`src/rtl/apple1_mem_pkg.sv`:
```
// Shared types and default widths for the system RAM scheduler.
package apple1_mem_pkg;
   localparam int DEF_ADDR_W = 16;
   localparam int DEF_DATA_W = 8;

   typedef enum logic [1:0] {IDLE, ACCESS, WAIT, CAPTURE} state_t;
   typedef enum logic [1:0] {REQ_CPU, REQ_VID, REQ_LDR} req_id_t;
endpackage

```
`src/rtl/mem_scheduler_if.sv`:
```
// Requester and RAM signal bundle for mem_scheduler; slave = scheduler, master = environment.
// Handshake: vid_req/ldr_req are levels held with their addr/wdata until the one-cycle ack;
// dropping req before the grant withdraws it, dropping it after the grant does not cancel the access.
interface mem_scheduler_if
   import apple1_mem_pkg::*;
#(
   parameter int ADDR_W = DEF_ADDR_W,
   parameter int DATA_W = DEF_DATA_W
);
   logic              cpu_clken;
   logic [ADDR_W-1:0] cpu_addr;
   logic [DATA_W-1:0] cpu_wdata;
   logic              cpu_we;
   logic [DATA_W-1:0] cpu_rdata;
   logic              cpu_done;
   logic              cpu_overrun;
   logic              vid_req;
   logic [ADDR_W-1:0] vid_addr;
   logic              vid_ack;
   logic [DATA_W-1:0] vid_rdata;
   logic              ldr_req;
   logic [ADDR_W-1:0] ldr_addr;
   logic [DATA_W-1:0] ldr_wdata;
   logic              ldr_ack;
   logic [ADDR_W-1:0] ram_addr;
   logic [DATA_W-1:0] ram_wdata;
   logic              ram_we;
   logic [DATA_W-1:0] ram_rdata;

   modport slave (
      input  cpu_clken, cpu_addr, cpu_wdata, cpu_we, vid_req, vid_addr,
             ldr_req, ldr_addr, ldr_wdata, ram_rdata,
      output cpu_rdata, cpu_done, cpu_overrun, vid_ack, vid_rdata, ldr_ack,
             ram_addr, ram_wdata, ram_we
   );

   modport master (
      output cpu_clken, cpu_addr, cpu_wdata, cpu_we, vid_req, vid_addr,
             ldr_req, ldr_addr, ldr_wdata, ram_rdata,
      input  cpu_rdata, cpu_done, cpu_overrun, vid_ack, vid_rdata, ldr_ack,
             ram_addr, ram_wdata, ram_we
   );
endinterface

```
`src/rtl/mem_prio_select.sv`:
```
// Fixed-priority picker (CPU > video > loader) with masking of the requester acked this cycle.
// Loader arbitration exists only when APPLE1_LOADER_EN is defined.
module mem_prio_select
   import apple1_mem_pkg::*;
(
   input  logic    cpu_req_i,
   input  logic    vid_req_i,
   input  logic    ldr_req_i,
   input  logic    cpu_mask_i,
   input  logic    vid_mask_i,
   input  logic    ldr_mask_i,
   output req_id_t sel_id_o,
   output logic    sel_valid_o
);
`ifndef APPLE1_LOADER_EN
   logic ldr_unused;
   assign ldr_unused = ldr_req_i | ldr_mask_i;
`endif

   always_comb begin
      sel_id_o    = REQ_CPU;
      sel_valid_o = 1'b0;
      if (cpu_req_i && !cpu_mask_i) begin
         sel_id_o    = REQ_CPU;
         sel_valid_o = 1'b1;
      end else if (vid_req_i && !vid_mask_i) begin
         sel_id_o    = REQ_VID;
         sel_valid_o = 1'b1;
`ifdef APPLE1_LOADER_EN
      end else if (ldr_req_i && !ldr_mask_i) begin
         sel_id_o    = REQ_LDR;
         sel_valid_o = 1'b1;
`endif
      end
   end
endmodule

```
`src/rtl/mem_scheduler.sv`:
```
// Time-shares the single-port system RAM between CPU, video fetch and loader.
// Loader port is arbitrated only when APPLE1_LOADER_EN is defined; otherwise ldr_ack is tied 0.
module mem_scheduler
   import apple1_mem_pkg::*;
#(
   parameter int ADDR_W      = DEF_ADDR_W,
   parameter int DATA_W      = DEF_DATA_W,
   parameter int RAM_LATENCY = 1
)(
   input  logic            sys_clock,
   input  logic            reset_n,
   mem_scheduler_if.slave  bus,
   output state_t          state_o
);
   localparam logic [1:0] WAIT_LAST = 2'(RAM_LATENCY - 2);

   state_t            state_q, state_d;
   req_id_t           gnt_q, gnt_d;
   logic [1:0]        wait_cnt_q, wait_cnt_d;
   logic              cpu_pend_q, cpu_pend_d;
   logic [ADDR_W-1:0] cpu_addr_q, cpu_addr_d;
   logic [DATA_W-1:0] cpu_wdata_q, cpu_wdata_d;
   logic              cpu_we_q, cpu_we_d;
   logic              cpu_overrun_q, cpu_overrun_d;
   logic [ADDR_W-1:0] ram_addr_q, ram_addr_d;
   logic [DATA_W-1:0] ram_wdata_q, ram_wdata_d;
   logic              ram_we_q, ram_we_d;
   logic [DATA_W-1:0] cpu_rdata_q, cpu_rdata_d;
   logic              cpu_done_q, cpu_done_d;
   logic [DATA_W-1:0] vid_rdata_q, vid_rdata_d;
   logic              vid_ack_q, vid_ack_d;
   logic              ldr_ack_q, ldr_ack_d;
   logic              cpu_gnt;
   req_id_t           sel_id;
   logic              sel_valid;

   mem_prio_select u_prio (
      .cpu_req_i   (cpu_pend_q),
      .vid_req_i   (bus.vid_req),
      .ldr_req_i   (bus.ldr_req),
      .cpu_mask_i  (cpu_done_q),
      .vid_mask_i  (vid_ack_q),
      .ldr_mask_i  (ldr_ack_q),
      .sel_id_o    (sel_id),
      .sel_valid_o (sel_valid)
   );

`ifndef APPLE1_LOADER_EN
   logic ldr_unused;
   assign ldr_unused = ^{bus.ldr_addr, bus.ldr_wdata};
`endif

   always_comb begin
      state_d       = state_q;
      gnt_d         = gnt_q;
      wait_cnt_d    = wait_cnt_q;
      cpu_pend_d    = cpu_pend_q;
      cpu_addr_d    = cpu_addr_q;
      cpu_wdata_d   = cpu_wdata_q;
      cpu_we_d      = cpu_we_q;
      cpu_overrun_d = cpu_overrun_q;
      ram_addr_d    = ram_addr_q;
      ram_wdata_d   = ram_wdata_q;
      ram_we_d      = 1'b0;
      cpu_rdata_d   = cpu_rdata_q;
      cpu_done_d    = 1'b0;
      vid_rdata_d   = vid_rdata_q;
      vid_ack_d     = 1'b0;
      ldr_ack_d     = 1'b0;
      cpu_gnt       = 1'b0;

      case (state_q)
         IDLE: begin
            if (sel_valid) begin
               state_d = ACCESS;
               gnt_d   = sel_id;
               case (sel_id)
                  REQ_CPU: begin
                     ram_addr_d  = cpu_addr_q;
                     ram_wdata_d = cpu_wdata_q;
                     ram_we_d    = cpu_we_q;
                     cpu_gnt     = 1'b1;
                  end
                  REQ_VID: begin
                     ram_addr_d = bus.vid_addr;
                  end
`ifdef APPLE1_LOADER_EN
                  REQ_LDR: begin
                     ram_addr_d  = bus.ldr_addr;
                     ram_wdata_d = bus.ldr_wdata;
                     ram_we_d    = 1'b1;
                  end
`endif
                  default: ;
               endcase
            end
         end
         ACCESS: begin
            wait_cnt_d = 2'd0;
            state_d    = (RAM_LATENCY > 1) ? WAIT : CAPTURE;
         end
         WAIT: begin
            wait_cnt_d = wait_cnt_q + 2'd1;
            if (wait_cnt_q == WAIT_LAST) state_d = CAPTURE;
         end
         CAPTURE: begin
            state_d = IDLE;
            case (gnt_q)
               REQ_CPU: begin
                  cpu_rdata_d = bus.ram_rdata;
                  cpu_done_d  = 1'b1;
               end
               REQ_VID: begin
                  vid_rdata_d = bus.ram_rdata;
                  vid_ack_d   = 1'b1;
               end
`ifdef APPLE1_LOADER_EN
               REQ_LDR: ldr_ack_d = 1'b1;
`endif
               default: ;
            endcase
         end
         default: state_d = IDLE;
      endcase

      // A strobe in the grant cycle refills the pending slot; otherwise it overwrites an unserved request.
      if (cpu_gnt) cpu_pend_d = 1'b0;
      if (bus.cpu_clken) begin
         if (cpu_pend_q && !cpu_gnt) cpu_overrun_d = 1'b1;
         cpu_pend_d  = 1'b1;
         cpu_addr_d  = bus.cpu_addr;
         cpu_wdata_d = bus.cpu_wdata;
         cpu_we_d    = bus.cpu_we;
      end
   end

   always_ff @(posedge sys_clock or negedge reset_n) begin
      if (!reset_n) begin
         state_q       <= IDLE;
         gnt_q         <= REQ_CPU;
         wait_cnt_q    <= '0;
         cpu_pend_q    <= 1'b0;
         cpu_addr_q    <= '0;
         cpu_wdata_q   <= '0;
         cpu_we_q      <= 1'b0;
         cpu_overrun_q <= 1'b0;
         ram_addr_q    <= '0;
         ram_wdata_q   <= '0;
         ram_we_q      <= 1'b0;
         cpu_rdata_q   <= '0;
         cpu_done_q    <= 1'b0;
         vid_rdata_q   <= '0;
         vid_ack_q     <= 1'b0;
         ldr_ack_q     <= 1'b0;
      end else begin
         state_q       <= state_d;
         gnt_q         <= gnt_d;
         wait_cnt_q    <= wait_cnt_d;
         cpu_pend_q    <= cpu_pend_d;
         cpu_addr_q    <= cpu_addr_d;
         cpu_wdata_q   <= cpu_wdata_d;
         cpu_we_q      <= cpu_we_d;
         cpu_overrun_q <= cpu_overrun_d;
         ram_addr_q    <= ram_addr_d;
         ram_wdata_q   <= ram_wdata_d;
         ram_we_q      <= ram_we_d;
         cpu_rdata_q   <= cpu_rdata_d;
         cpu_done_q    <= cpu_done_d;
         vid_rdata_q   <= vid_rdata_d;
         vid_ack_q     <= vid_ack_d;
         ldr_ack_q     <= ldr_ack_d;
      end
   end

   assign bus.cpu_rdata   = cpu_rdata_q;
   assign bus.cpu_done    = cpu_done_q;
   assign bus.cpu_overrun = cpu_overrun_q;
   assign bus.vid_rdata   = vid_rdata_q;
   assign bus.vid_ack     = vid_ack_q;
   assign bus.ram_addr    = ram_addr_q;
   assign bus.ram_wdata   = ram_wdata_q;
   assign bus.ram_we      = ram_we_q;
   assign state_o         = state_q;
`ifdef APPLE1_LOADER_EN
   assign bus.ldr_ack = ldr_ack_q;
`else
   assign bus.ldr_ack = 1'b0;
`endif
endmodule
```
`src/flat_wrapper.sv`:
```
// flat-port wrapper written by rule: the top's interface ports become plain ports
module mem_scheduler_flat import apple1_mem_pkg::*;
#(
   parameter int ADDR_W      = DEF_ADDR_W,
   parameter int DATA_W      = DEF_DATA_W,
   parameter int RAM_LATENCY = 1
)
  (sys_clock, reset_n, state_o, bus_cpu_clken, bus_cpu_addr, bus_cpu_wdata, bus_cpu_we, bus_vid_req, bus_vid_addr, bus_ldr_req, bus_ldr_addr, bus_ldr_wdata, bus_ram_rdata, bus_cpu_rdata, bus_cpu_done, bus_cpu_overrun, bus_vid_ack, bus_vid_rdata, bus_ldr_ack, bus_ram_addr, bus_ram_wdata, bus_ram_we);
  mem_scheduler_if #(.ADDR_W(ADDR_W), .DATA_W(DATA_W)) bus_i ();
  input  logic sys_clock;
  input  logic reset_n;
  output state_t state_o;
  input wire logic [$bits(bus_i.cpu_clken)-1:0] bus_cpu_clken;
  input wire logic [$bits(bus_i.cpu_addr)-1:0] bus_cpu_addr;
  input wire logic [$bits(bus_i.cpu_wdata)-1:0] bus_cpu_wdata;
  input wire logic [$bits(bus_i.cpu_we)-1:0] bus_cpu_we;
  input wire logic [$bits(bus_i.vid_req)-1:0] bus_vid_req;
  input wire logic [$bits(bus_i.vid_addr)-1:0] bus_vid_addr;
  input wire logic [$bits(bus_i.ldr_req)-1:0] bus_ldr_req;
  input wire logic [$bits(bus_i.ldr_addr)-1:0] bus_ldr_addr;
  input wire logic [$bits(bus_i.ldr_wdata)-1:0] bus_ldr_wdata;
  input wire logic [$bits(bus_i.ram_rdata)-1:0] bus_ram_rdata;
  output wire logic [$bits(bus_i.cpu_rdata)-1:0] bus_cpu_rdata;
  output wire logic [$bits(bus_i.cpu_done)-1:0] bus_cpu_done;
  output wire logic [$bits(bus_i.cpu_overrun)-1:0] bus_cpu_overrun;
  output wire logic [$bits(bus_i.vid_ack)-1:0] bus_vid_ack;
  output wire logic [$bits(bus_i.vid_rdata)-1:0] bus_vid_rdata;
  output wire logic [$bits(bus_i.ldr_ack)-1:0] bus_ldr_ack;
  output wire logic [$bits(bus_i.ram_addr)-1:0] bus_ram_addr;
  output wire logic [$bits(bus_i.ram_wdata)-1:0] bus_ram_wdata;
  output wire logic [$bits(bus_i.ram_we)-1:0] bus_ram_we;
  assign bus_i.cpu_clken = bus_cpu_clken;
  assign bus_i.cpu_addr = bus_cpu_addr;
  assign bus_i.cpu_wdata = bus_cpu_wdata;
  assign bus_i.cpu_we = bus_cpu_we;
  assign bus_i.vid_req = bus_vid_req;
  assign bus_i.vid_addr = bus_vid_addr;
  assign bus_i.ldr_req = bus_ldr_req;
  assign bus_i.ldr_addr = bus_ldr_addr;
  assign bus_i.ldr_wdata = bus_ldr_wdata;
  assign bus_i.ram_rdata = bus_ram_rdata;
  assign bus_cpu_rdata = bus_i.cpu_rdata;
  assign bus_cpu_done = bus_i.cpu_done;
  assign bus_cpu_overrun = bus_i.cpu_overrun;
  assign bus_vid_ack = bus_i.vid_ack;
  assign bus_vid_rdata = bus_i.vid_rdata;
  assign bus_ldr_ack = bus_i.ldr_ack;
  assign bus_ram_addr = bus_i.ram_addr;
  assign bus_ram_wdata = bus_i.ram_wdata;
  assign bus_ram_we = bus_i.ram_we;
  mem_scheduler #(.ADDR_W(ADDR_W), .DATA_W(DATA_W), .RAM_LATENCY(RAM_LATENCY)) u_core (.sys_clock(sys_clock), .reset_n(reset_n), .bus(bus_i), .state_o(state_o));
endmodule
```
`config.mk`:
```
export PLATFORM = sky130hd
export DESIGN_NAME = mem_scheduler_flat
export DESIGN_NICKNAME = d
export VERILOG_FILES = /design/src/rtl/apple1_mem_pkg.sv /design/src/rtl/mem_scheduler_if.sv /design/src/rtl/mem_prio_select.sv /design/src/rtl/mem_scheduler.sv /design/src/flat_wrapper.sv
export SDC_FILE = /design/constraint.sdc
export NUM_CORES = 1
export LEC_CHECK = 0
export ABC_AREA = 1
export CAP_MARGIN = 20
export CELL_PAD_IN_SITES_DETAIL_PLACEMENT = 2
export CELL_PAD_IN_SITES_GLOBAL_PLACEMENT = 2
export CORE_MARGIN = 2
export CORE_UTILIZATION = 25
export CTS_BUF_LIST = sky130_fd_sc_hd__clkbuf_8
export DETAILED_ROUTE_END_ITERATION = 7
export GPL_ROUTABILITY_DRIVEN = 0
export PLACE_DENSITY = 0.91
export SLEW_MARGIN = 10
export SYNTH_ARGS = -nofsm -noshare
export SYNTH_HDL_FRONTEND = slang
export SYNTH_SLANG_ARGS = --single-unit
```
`constraint.sdc`:
```
create_clock -name sys_clock -period 1.7 [get_ports sys_clock]
set_input_delay 0.255 -clock sys_clock [delete_from_list [all_inputs] [get_ports sys_clock]]
set_output_delay 0.255 -clock sys_clock [all_outputs]
set_load 0.005 [all_outputs]
```
[Yosys cells after proc, flatten, opt, wreduce, memory -nomap -nowiden]
Cells that the tools add are included.
Operators by class
  add/sub/neg operators: 1
  multiply operators: 0
  divide/modulo/power cells: 0
  $lt $le $gt $ge: 0
  eq/ne operators: 8
  shifts and indexed selects: 0
  mux-type cells: 21
  bitwise logic cells: 0
  reductions and logical operators: 19
Operators by type and width (count)
  $pmux W16 S2: 1
  $mux W1: 16
  $reduce_and A2 Y1: 5
  $pmux W2 S4: 1
  $eq A2 B2 Y1 const B: 3
  $logic_not A2 Y1: 3
  $reduce_and A3 Y1: 2
  $reduce_bool A2 Y1: 3
  $eq A2 B1 Y1 const B: 2
  $mux W2: 2
  $ne A2 B1 Y1 const B: 2
  $pmux W2 S2: 1
  $logic_and A1 B1 Y1: 3
  $logic_not A1 Y1: 3
  $add A2 B1 Y2 const B: 1
  $eq A1 B1 Y1 const B: 1
Word-level totals
  register bits after elaboration: 76
  bits in latches: 0
  RAM bits: 0
  memory bits (read-only): 0
  input bits: 78
  logic and storage cells: 64
  memories kept: 0

[Logic depth before layout (Yosys ltp)]
  word-level depth: 11
  gate-level depth with buffers: 8

[Modules after synthesis]
From an unflattened synthesis, not the netlist that was laid out.
Second synthesis, totals
  cell total of the unflattened synthesis: 375
  area total of the unflattened synthesis: 3299.4 um2
By module, submodules not included
  mem_scheduler: instances 1, cells an instance 365, area each 3255.6 um2, sequential area each 1901.8 um2
  mem_prio_select: instances 1, cells an instance 10, area each 43.8 um2, sequential area each 0.0 um2

[Worst setup path after synthesis]
OpenSTA, ideal clock, no wires.
  kind: register -> register
  start point: register u_core.state_q[0] (netlist: u_core.state_o[0])
  end point: register u_core.ram_wdata_q[6] (netlist: u_core.bus.ram_wdata[6])
  setup time: 121 ps
  data arrival time: 1180 ps
  required time: 1579 ps
  setup slack: 399 ps
  cell stages (with the launch flop): 7
  path buffers: 1
  cell sequence: dfrtp_1 inv_1 ha_1 nand3_2 buf_2 nand2_1 o21ai_1
On the way
  cells in the longest elaborated chain, start to end: 2
Ends and longest elaborated chain
  from (decl): RTL line mem_scheduler.sv:17  | state_t state_q, state_d;
  from (signal assigned): RTL line mem_scheduler.sv:156  | state_q <= state_d;
  $logic_not A2 Y1: RTL line mem_scheduler.sv:72  | case (state_q)
  $reduce_and A3 Y1 (no line)
  to (signal assigned): RTL line mem_scheduler.sv:165  | ram_wdata_q <= ram_wdata_d;
  to (decl): RTL line mem_scheduler.sv:26  | logic [DATA_W-1:0] ram_wdata_q, ram_wdata_d;
No other way between the ends.
A chain may end at the register's enable or synchronous reset.

[Worst setup path in the final report]
  start point: register u_core.state_q[1] (netlist: u_core.state_o[1])
  end point: output state_o[1]
RTL lines
  to (decl): RTL line flat_wrapper.sv:12  | output state_t state_o;
No word-level cell between the ends.

==> impl.org <==
** Run status
- Result of the run :: completed

** STA
- Post-route clock period utilization :: 93.7%
- At the pin with the least slew margin, the transition time is 562 ps.
- Final critical delay including setup and external delays :: ~1600 ps
- Summed over all failing endpoints, the final setup total negative slack is 0 ps.
- Hold Slack :: 355 ps
- The final number of hold-violating endpoints came to 0.
- Pins Over Slew Limit :: 0
- Setup clock skew after layout :: 7.86 ps
- Worst slew margin :: between 60% and 70%
- Top achievable clock speed :: 628 MHz
- Setup repair after global routing left no endpoint under its margin.
- Number of endpoints failing setup at the final stage :: 0

** Worst setup path
- Largest stage delay on the critical path :: about 540 ps
- Worst path cell trace :: clkdlybuf4s50_1
- Crit Path Class :: reg -> out
- Grouping stages by cell kind, the critical path spends the most delay in buffers and inverters.
- Data arrival at the endpoint of the critical path :: 1340 ps
- Worst Path Buf+Inv :: 1
- Worst-path fanout max :: 5
- CP max stage cell :: clkdlybuf4s50_1
- Kind of start point of the critical path :: register
- Critical path endpoint category :: output port
- CP required :: between 1000 and 1500 ps

** Detailed routing
- In the final routed layout, each cell accounts on average for 14.4 um.
- The routed design has 9140 um of wire.
- For this block, the initial DRC count from the detailed router was 62.
- Detailed-route via count :: roughly 2,700
- Pre-Repair DR Iteration Count :: 4
- Vias per std cell :: 4.29
- Remaining antenna violation count :: 0
- DRC Markers :: 0

** Yosys
- The Yosys step of the flow raised 0 warnings.
- Sequential area share after synthesis :: 60.2%
- A synthesized cell averages 8.66 um2.
- Number of instances in the synthesized netlist :: 360
- After synthesis, the share of flip-flops with an asynchronous set or reset is 100%.
- Predominant post-synthesis flop cell :: dfrtp_1
- Synthesis produced a netlist with a net count of 442.
- After synthesis, the largest area contributor takes up 60.2% of total cell area.
- Most frequently used cell type in the post-synthesis netlist :: nand2_1
- Count of flip-flops with a built-in enable after synthesis :: 0
- In the synthesized netlist, the cells that appear most often are nand2_1, dfrtp_1, inv_1, o21ai_0, nand3_1.
- Synthesis inferred 75 register bits.
- After synthesis the cells add up to 0.00312 mm2.
- After synthesis, the netlist uses 24 different library cells.
- Post-synth top area cell :: dfrtp_1
- Dominant cells by area after synthesis :: dfrtp_1, nand2_1, o21ai_0

** Power and ir drop
- Share of power burned in the clock network :: between 10% and 20%
- Gate power share :: about two fifths
- Register share of total power :: 39.7%
- Leak pwr :: 0.00222 uW
- In this run the power spent charging and discharging nets is 2410 uW.
- Peak ir drop on the vdd network :: between 0.5 and 0.6 mV
- Cell internal power dissipation :: 4510 uW
- Net switching is between 30% and 40% of the power.
- Power per cell area :: 1540 mW/mm2

** Cells and area
- The final layout contains 545 nets.
- The sequential cells in the finished layout cover a total of 0.00188 mm2.
- Area grow syn2layout :: 44.0%
- 0 antenna diodes ended up in the layout.
- Fill cell instance count of the final layout :: 1,416
- In the final layout, the multi-input gates occupy 0.00106 mm2.
- Share of final-layout standard cells stronger than drive strength 1 :: about 6.2%

** Floorplan
- For this configuration, the core starts out at a cell density of 25.8%.
- In this run the horizontal extent of the chip is 116 um.
- Floorplan Core Area :: 0.0121 mm2
- Area of the die :: 0.0134 mm2
- The floorplan step set the die height to 116 um.
- The floorplan has 40 rows.
- I/O pin count :: 125

** CTS
- Library cell used as clock root buffer :: clkbuf_8
- Clock-pin slew was measured on the worst setup and hold paths at around 70 ps.
- CTS H-tree lvls :: 3
- Maximum buffer depth of the clock tree :: 2
- The later pin in the worst-skew pair is clocked with a latency of 360 ps.
- Number of buffers created by CTS :: 9
- Counting every sink on the clock net gives 75.
- TritonCTS built the clock tree.

** GRT
- Sum of overflow across all layers after global routing :: 0
- Entering global routing, the biggest net connects 48 pins.
- In the global route stage, met3 resource usage came out at about 4%.
- The initial antenna violation count is 1.
- Number of global-route vias before repair :: 3,197
- In the global route stage, met1 resource usage came out at 17.2%.
- In the global route stage, overall resource usage came out at ~15%.
- The first global-routing pass estimated 15,700 um of wire.
- Grt met2 use :: between 20% and 30%
- Global route hottest layer :: met2

** Job
- The tool flagged a number of max-cap violations equal to 0.

** Min path
- In this run the worst hold path is classified as in -> async.

** Placement
- Count of buffers from port buffering :: 98
- Placed wire-length estimate :: 6990 um
==> logic make-up (layout without fill, tap and decap cells) <==
group / count (synthesis) / after routing / share of synthesized area (%)
buf+inv: 43 / 149 / 6.10
flops: 75 / 75 / 60.2
fa+ha+maj: 4 / 4 / 1.60
other cells: 1 / 1 / 0.120
simple gates: 199 / 199 / 25.8
compound gates: 38 / 38 / 6.26
==> power by group through the flow <==
stage,clock network (uW),registers [uW],logic (uW)
2_1_floorplan,0,2760,1310
3_3_place_gp,0,2740,2720
3_5_place_dp,0,2790,2880
4_1_cts,1400,2760,2900
5_1_grt,1480,2830,3250
6_report,1350,2750,2830
==> cell usage in the layout, fill, tap and decap left out <==
cell type / count
o21ai_0: 26
nand3_1: 19
inv_2: 1
o21bai_1: 1
inv_1: 27
clkinv_2: 2
ha_1: 4
dfrtp_1: 75
buf_12: 1
clkdlybuf4s50_1: 97
bufinv_16: 1
nand3_4: 1
o21ai_1: 8
nor2_1: 1
a21oi_1: 2
nand2_2: 3
inv_4: 1
nand2_4: 1
nor2_4: 1
buf_4: 7
clkinv_1: 1
clkbuf_8: 10
conb_1: 1
dlygate4sd3_1: 1
nand3b_1: 1
nand2_1: 172
a21boi_0: 1
==> registers in the layout (all words and copies together) (netlist names), 2 cells and up <==
register and count:
u_core.state_o 2, u_core.wait_cnt_q 2, u_core.bus.ram_wdata 8, u_core.bus.ram_addr 16, u_core.cpu_wdata_q 8, u_core.bus.vid_rdata 8, u_core.bus.cpu_rdata 8, u_core.cpu_addr_q 16
==> stage by stage <==
step           total power, uW  setup slack [ps]  utilization (%)  instance area [um2]  std cells
5_1_grt                   7560              45.2             37.1                 4490        634
3_3_place_gp              5460               175             35.5                 4290        619
3_5_place_dp              5670              83.2             35.5                 4290        619
2_1_floorplan             4070               399                -                 3120        360
6_report                  6920               107             37.1                 4490        634
4_1_cts                   7060              71.5             37.0                 4490        634
==> cell type report <==
| type | instances | area share [%] |
|---|---|---|
| inverters | 29 | 2.48 |
| well taps | 168 | 4.68 |
| multi-input cells | 242 | 23.6 |
| clock buffers | 10 | 3.06 |
| repair buffers | 106 | 23.4 |
| flip-flops and latches | 75 | 41.8 |
| clock inverters | 4 | 0.975 |
==> metal layers <==
layer  up-vias  wire [um]
li1       1312          -
met4         2        178
met5         -         11
met3        15        460
met2        62       4720
met1      1327       3770
==> what timing repair did <==
item                                    4_1_cts  5_1_grt
buffers inserted                              0        0
endpoints found under the setup margin        0        9
endpoints found under the hold margin        28        0
gates resized for setup                       0        1
hold buffers                                  1        0
==> worst register-to-register path, stage by stage, from the launching register on <==
cell and delay [ps]:
dfrtp_1 440, ha_1 230, nand2_1 360, o21ai_0 340
==> path summary, 6_finish.rpt <==
path / startpoint / to / slack [ps] / cells past startpoint
worst min register to register: u_core.cpu_addr_q[3]$_DFFE_PN0P_ / u_core.cpu_addr_q[3]$_DFFE_PN0P_ / 480 / 2
worst max-delay path: u_core.state_o[1]$_DFFE_PN0P_ / state_o[1] / 110 / 1
max in group asynchronous: reset_n / u_core.bus.cpu_rdata[4]$_DFFE_PN0P_ / 750 / 3
worst min-delay path: reset_n / u_core.bus.vid_rdata[7]$_DFFE_PN0P_ / 350 / 2
worst max register to register: u_core.state_o[1]$_DFFE_PN0P_ / u_core.bus.vid_rdata[4]$_DFFE_PN0P_ / 240 / 3
min in group sys_clock: bus_cpu_addr[13] / u_core.cpu_addr_q[13]$_DFFE_PN0P_ / 450 / 3
No activity file was read; power rests on OpenSTA's default activity.
